[src/rtl/rv_pipe_pkg.sv]
// Shared pipeline definitions: handshake stage state encoding and
// lane indices of the EX/MEM payload map.
package rv_pipe_pkg;

  typedef enum logic [1:0] {
    ST_EMPTY = 2'd0,
    ST_ONE   = 2'd1,
    ST_TWO   = 2'd2
  } pipe_state_e;

  localparam int unsigned EXMEM_LANES = 5;

  localparam int unsigned ALU_RESULT = 0;
  localparam int unsigned PC_JUMP    = 1;
  localparam int unsigned RD_DATA2   = 2;
  localparam int unsigned IMME       = 3;
  localparam int unsigned PC_ORDER   = 4;

endpackage

[src/rtl/sat_counter.sv]
// Saturating up-counter, async active-low reset.
// Ports: clk, rst_n, inc_i (count enable), cnt_o (value, holds at all-ones).
module sat_counter #(
  parameter int unsigned W = 16
) (
  input  logic         clk,
  input  logic         rst_n,
  input  logic         inc_i,
  output logic [W-1:0] cnt_o
);

  always_ff @(posedge clk or negedge rst_n) begin
    if (!rst_n) begin
      cnt_o <= '0;
    end else if (inc_i && (cnt_o != '1)) begin
      cnt_o <= cnt_o + W'(1);
    end
  end

endmodule

[src/rtl/pipe_stage_hs.sv]
// Valid/ready pipeline stage register, LANES x DATA_W payload, sync flush,
// optional 2-entry skid buffer (SKID=1) with registered in_ready_o.
// Ports: clk, rst_n; flush_i; in_valid_i/in_ready_o/in_data_i (upstream);
//        out_valid_o/out_ready_i/out_data_o (downstream); stall_cnt_o.
module pipe_stage_hs
  import rv_pipe_pkg::*;
#(
  parameter int unsigned DATA_W = 32,
  parameter int unsigned LANES  = 5,
  parameter int unsigned SKID   = 1,
  parameter int unsigned CNT_W  = 16
) (
  input  logic                    clk,
  input  logic                    rst_n,
  input  logic                    flush_i,
  input  logic                    in_valid_i,
  output logic                    in_ready_o,
  input  logic [LANES*DATA_W-1:0] in_data_i,
  output logic                    out_valid_o,
  input  logic                    out_ready_i,
  output logic [LANES*DATA_W-1:0] out_data_o,
  output logic [CNT_W-1:0]        stall_cnt_o
);

  localparam int unsigned PW = LANES * DATA_W;

  logic stall;
  assign stall = out_valid_o & ~out_ready_i;

  sat_counter #(
    .W(CNT_W)
  ) u_stall_cnt (
    .clk  (clk),
    .rst_n(rst_n),
    .inc_i(stall),
    .cnt_o(stall_cnt_o)
  );

  if (SKID != 0) begin : g_skid

    pipe_state_e   state_q;
    pipe_state_e   state_d;
    logic [PW-1:0] head_q;
    logic [PW-1:0] skid_q;
    logic          rdy_q;
    logic          xin;
    logic          xout;
    logic          ld_head;
    logic          ld_skid;
    logic          pop_skid;

    assign xin  = in_valid_i & rdy_q;
    assign xout = (state_q != ST_EMPTY) & out_ready_i;

    always_comb begin
      state_d  = state_q;
      ld_head  = 1'b0;
      ld_skid  = 1'b0;
      pop_skid = 1'b0;
      unique case (state_q)
        ST_EMPTY: begin
          if (xin) begin
            state_d = ST_ONE;
            ld_head = 1'b1;
          end
        end
        ST_ONE: begin
          if (xin && xout) begin
            ld_head = 1'b1;
          end else if (xin) begin
            state_d = ST_TWO;
            ld_skid = 1'b1;
          end else if (xout) begin
            state_d = ST_EMPTY;
          end
        end
        ST_TWO: begin
          if (xout) begin
            state_d  = ST_ONE;
            pop_skid = 1'b1;
          end
        end
        default: state_d = ST_EMPTY;
      endcase
      // Flush overrides everything, including an accepted input.
      if (flush_i) begin
        state_d  = ST_EMPTY;
        ld_head  = 1'b0;
        ld_skid  = 1'b0;
        pop_skid = 1'b0;
      end
    end

    always_ff @(posedge clk or negedge rst_n) begin
      if (!rst_n) begin
        state_q <= ST_EMPTY;
        rdy_q   <= 1'b1;
      end else begin
        state_q <= state_d;
        rdy_q   <= (state_d != ST_TWO);
      end
    end

    always_ff @(posedge clk or negedge rst_n) begin
      if (!rst_n) begin
        head_q <= '0;
      end else if (ld_head) begin
        head_q <= in_data_i;
      end else if (pop_skid) begin
        head_q <= skid_q;
      end
    end

    always_ff @(posedge clk or negedge rst_n) begin
      if (!rst_n) begin
        skid_q <= '0;
      end else if (ld_skid) begin
        skid_q <= in_data_i;
      end
    end

    assign in_ready_o  = rdy_q;
    assign out_valid_o = (state_q != ST_EMPTY);
    assign out_data_o  = head_q;

    a_no_in_two : assert property (
      @(posedge clk) disable iff (!rst_n)
      !((state_q == ST_TWO) && xin));

    a_stable : assert property (
      @(posedge clk) disable iff (!rst_n)
      (out_valid_o && !out_ready_i && !flush_i)
      |=> (out_valid_o && $stable(out_data_o)));

  end else begin : g_single

    logic          valid_q;
    logic [PW-1:0] head_q;
    logic          xin;

    assign in_ready_o = ~valid_q | out_ready_i;
    assign xin        = in_valid_i & in_ready_o;

    always_ff @(posedge clk or negedge rst_n) begin
      if (!rst_n) begin
        valid_q <= 1'b0;
      end else if (flush_i) begin
        valid_q <= 1'b0;
      end else if (xin) begin
        valid_q <= 1'b1;
      end else if (out_ready_i) begin
        valid_q <= 1'b0;
      end
    end

    always_ff @(posedge clk or negedge rst_n) begin
      if (!rst_n) begin
        head_q <= '0;
      end else if (xin && !flush_i) begin
        head_q <= in_data_i;
      end
    end

    assign out_valid_o = valid_q;
    assign out_data_o  = head_q;

  end

endmodule

[config.mk]
export PLATFORM = sky130hd
export DESIGN_NAME = pipe_stage_hs
export DESIGN_NICKNAME = d
export VERILOG_FILES = /design/src/rtl/rv_pipe_pkg.sv /design/src/rtl/sat_counter.sv /design/src/rtl/pipe_stage_hs.sv
export SDC_FILE = /design/constraint.sdc
export NUM_CORES = 1
export LEC_CHECK = 0
export CELL_PAD_IN_SITES_DETAIL_PLACEMENT = 0
export CELL_PAD_IN_SITES_GLOBAL_PLACEMENT = 1
export CORE_ASPECT_RATIO = 1.5
export CORE_UTILIZATION = 40
export CTS_CLUSTER_SIZE = 40
export DETAILED_ROUTE_END_ITERATION = 12
export GPL_TIMING_DRIVEN = 0
export PLACE_DENSITY_LB_ADDON = 0.15
export SETUP_SLACK_MARGIN = 0.2
export SLEW_MARGIN = 20
export SYNTH_ARGS = -nofsm -noshare
export SYNTH_HDL_FRONTEND = slang
export SYNTH_SLANG_ARGS = --single-unit
[constraint.sdc]
create_clock -name clk -period 2.35 [get_ports clk]
set_clock_uncertainty 0.15 [all_clocks]
set_input_delay 0.5875 -clock clk [delete_from_list [all_inputs] [get_ports clk]]
set_output_delay 0.5875 -clock clk [all_outputs]
set_load 0.005 [all_outputs]
==> metrics.md <==
| Metric | Value |
|---|---|
| Unrepaired setup endpoints after global routing | yes |
| Flops & latches, synth | 339 |
| Post-DR wirelength/cell | approximately 18 um |
| Crit-path cells | or2_2, clkdlybuf4s15_1 |
| Crit Path Class | reg -> out |
| Clock Sinks | 339 |
| Pre-Repair DR Iteration Count | 4 |
| Synth cell types | 39 |
| Max-cap violation count | 0 |
| Data required, critical path | 1.61 ns |
| Worst r2r src | u_stall_cnt.cnt_o[0]$_DFFE_PN0P_ |
| CP max FO | 4 |
| FF-to-FF End | u_stall_cnt.cnt_o[1]$_DFFE_PN0P_ |
| Clk_lat worst skew | around 0.53 ns |
| Die Wd | around 160 um |
| Slew @ Worst Pin | approximately 0.67 ns |
| Crit path DAT | 1.48 ns |
| Clk root buf | clkbuf_16 |
| R2R depth | 6 |
| Ports | approximately 340 |
| H-tree levels | 2 |
| I/O Buffers | between 300 and 400 |
| DRT antenna net count | 0 |
| Final #Nets | 1715 |
| CP Launch Type | flop |
| CTS buffer count | 37 |
| Part of the Yosys area used for sequential elements | 58.4% |
| Drt initial violations | around 400 |
| Placer Congestion | around 0.76 |
| Die ar. | ~37000 um^2 |
| Slew headroom | 55.5% |
| TritonCTS clock tree | built |
| Post-DP HPWL | 26100 um |
| Total track usage | about a fifth |
| Min Hold Slack | -0.0848 ns |
| Final wirelength | between 30000 and 40000 um |
| Cells after Synth | 1126 |
| Max clock buf depth | 3 |
| Yosys warning total | 0 |
| Chip height | 235 um |
| Worst-path clk slew | about 0.060 ns |
| Final setup vio count | 0 |
| Crit share post-route | ~94% |
| First-pass GRT wire length | 59100 um |
| Core area | 35800 um^2 |
| Failing checks | hold timing |
| Max-slew violation count | 0 |
| Final hold vios | a little under 80 |
| Placement Setup Slack | -0.500 ns |
| DRC Markers | 0 |
| Synth Net Count | around 1300 |
| Vias in the first global route | ~11000 |
| CP max stage delay | 0.42 ns |
| Leakage power | 10.4 nW |
| Cell taking the most area after synthesis | dfrtp_1 |
| R2r setup slk | approximately 0.32 ns |
| Max Freq | ~450 MHz |
| Vias/cell | around 4.9 |
| Top-area cell type share of the netlist area | between 50 and 60% |
| Status | finished with violations |
| Fill cell instance count of the final layout | roughly 3100 |
| Initial antenna violation count | 7 |
| Post-synthesis cell area | between 10000 and 15000 um^2 |
| Fin Setup TNS | 0 ns |
| DR vias | slightly above 10000 |
| Pin count of the biggest net entering global routing | 94 |
| Ranking of synthesized cells by area | dfrtp_1, mux2_4, a22oi_2 |
| Initial core utilization | roughly two fifths |
| Synthesized area per cell | 12.9 um^2 |
| Tmin final | roughly 2.2 ns |
| Std-Cell Rows | 85 |
| Layout area overhead | 39.2% |
| Worst Hold Class | in -> async |
| Fraction of layout cells with a size suffix above 1 | 27.6% |
| Critical path's slowest cell | dfrtp_2 |
| Worst Setup Slack, final | 0.131 ns |
| Pwr Density | between 800 and 900 nW/um^2 |
| Worst setup EP type | primary output |
| Maximum vdd ir drop | 0.590 mV |
| Grt total ovfl | 0 |
==> how the worst max path moves through the flow <==
stage          slack [ns]  cells past startpoint                        start                              to
3_3_place_gp       -14.77                      1                        rst_n       out_data_o[2]$_DFFE_PN0P_
2_1_floorplan        0.45                      5                      flush_i  g_skid.skid_q[100]$_DFFE_PN0P_
3_5_place_dp        -0.50                      8                  out_ready_i     out_data_o[120]$_DFFE_PN0P_
5_1_grt              0.08                      2  g_skid.state_q[1]$_DFF_PN0_                     out_valid_o
4_1_cts              0.01                      2  g_skid.state_q[1]$_DFF_PN0_                     out_valid_o
6_report             0.13                      2  g_skid.state_q[1]$_DFF_PN0_                     out_valid_o
==> routing by layer <==
layer	share of wire, %	GRT usage (%)	up-vias
met3	8.0	7.07	56
met2	50	35.8	270
met1	40	23.7	4973
met5	0.17	0	-
met4	2.1	6.27	10
li1	-	-	4781
==> area by class of cell <==
type	instances	area [um^2]	share of cell area [%]
clock buffers	61	1150	5.68
diodes	1	2.50	0.0124
clock inverters	7	67.6	0.334
flip-flops and latches	339	8490	42.0
inverters	1	3.75	0.0186
repair buffers	385	3800	18.8
multi-input cells	716	5570	27.5
well taps	478	598	2.96
plain buffers	69	538	2.66
==> layout by cell type (no fill, tap or decap), drive strengths merged, types with 2 or more instances in the layout <==
cell,count
buf,85
xor2,12
dfrtp,338
clkdlybuf4s50,178
and3,2
nand4,3
clkinv,4
a21oi,3
nand2b,2
nand3,7
a31oi,2
nor2,6
and4bb,2
a22oi,160
mux2,162
dlygate4sd2,115
clkbuf,88
inv,3
and4,2
nand2,330
o21a,2
nor4,3
dlymetal6s2s,47
nor3,9
==> cell usage after synthesis <==
cell type / n
nand4_1: 3
nor3_1: 9
nand2_1: 329
inv_1: 1
a22oi_1: 60
a22oi_2: 100
nor4b_2: 1
o21a_1: 2
nor4_1: 3
o22a_1: 1
mux2_4: 89
nand3_1: 6
and4b_1: 1
buf_1: 1
dfstp_2: 1
nand3_2: 1
buf_4: 2
buf_2: 38
and4bb_4: 1
ha_1: 1
nand2_2: 1
nor2b_1: 1
mux2_2: 73
a21oi_4: 1
and3_1: 2
nand2b_1: 2
nor2_1: 6
xor2_1: 12
and4_1: 2
mux2i_1: 1
and4bb_1: 1
dfrtp_1: 338
and2_1: 1
o21ba_2: 1
a21oi_1: 2
a31oi_1: 2
buf_6: 21
clkbuf_1: 8
or2_2: 1
==> power by group <==
group | switching, W | internal (W)
Combinational | 0.00139 | 0.00224
Clock | 0.00239 | 0.00346
Sequential | 0.000824 | 0.00724
Total | 0.00460 | 0.0129
==> critical path: cells and delay by family, from the launching register on <==
kind	cells	cell delay (ns)
buf+inv	1	0.23
flops	1	0.42
simple gates	1	0.31
==> registers in the layout, indices dropped and copies added, names as in the netlist <==
register / count
out_data_o: 160
in_ready_o: 1
g_skid.state_q: 2
u_stall_cnt.cnt_o: 16
g_skid.skid_q: 160
==> cells by family after synthesis <==
| logic type | share of synthesized area [%] |
|---|---|
| buffers and inverters | 3.30 |
| flip-flops | 58.4 |
| adder cells (fa/ha/maj) | 0.0861 |
| multiplexers | 14.9 |
| AND/OR/NAND/NOR | 10.3 |
| XOR/XNOR | 0.724 |
| AO/OA/AOI/OAI | 12.2 |
==> per-stage QoR <==
step | power (W) | util, % | std cells | area, um^2 | hold slack [ns]
after floorplan | 0.00986 | - | 1126 | 14500 | 0.142
after global placement | 0.0119 | 51.7 | 1946 | 18500 | 0.308
after detailed placement | 0.0120 | 52.0 | 1949 | 18600 | 0.312
after CTS | 0.0178 | 55.6 | 2041 | 19900 | -0.0538
after global routing | 0.0184 | 56.4 | 2057 | 20200 | -0.0465
final | 0.0175 | 56.4 | 2057 | 20200 | -0.0848
==> repair_timing <==
action | in CTS | in global routing
gates resized for setup | 124 | 73
endpoints found under the setup margin | 340 | 181
buffers inserted | 24 | 15
hold endpoints to repair | 86 | 8
No activity file was read; power rests on OpenSTA's default activity.
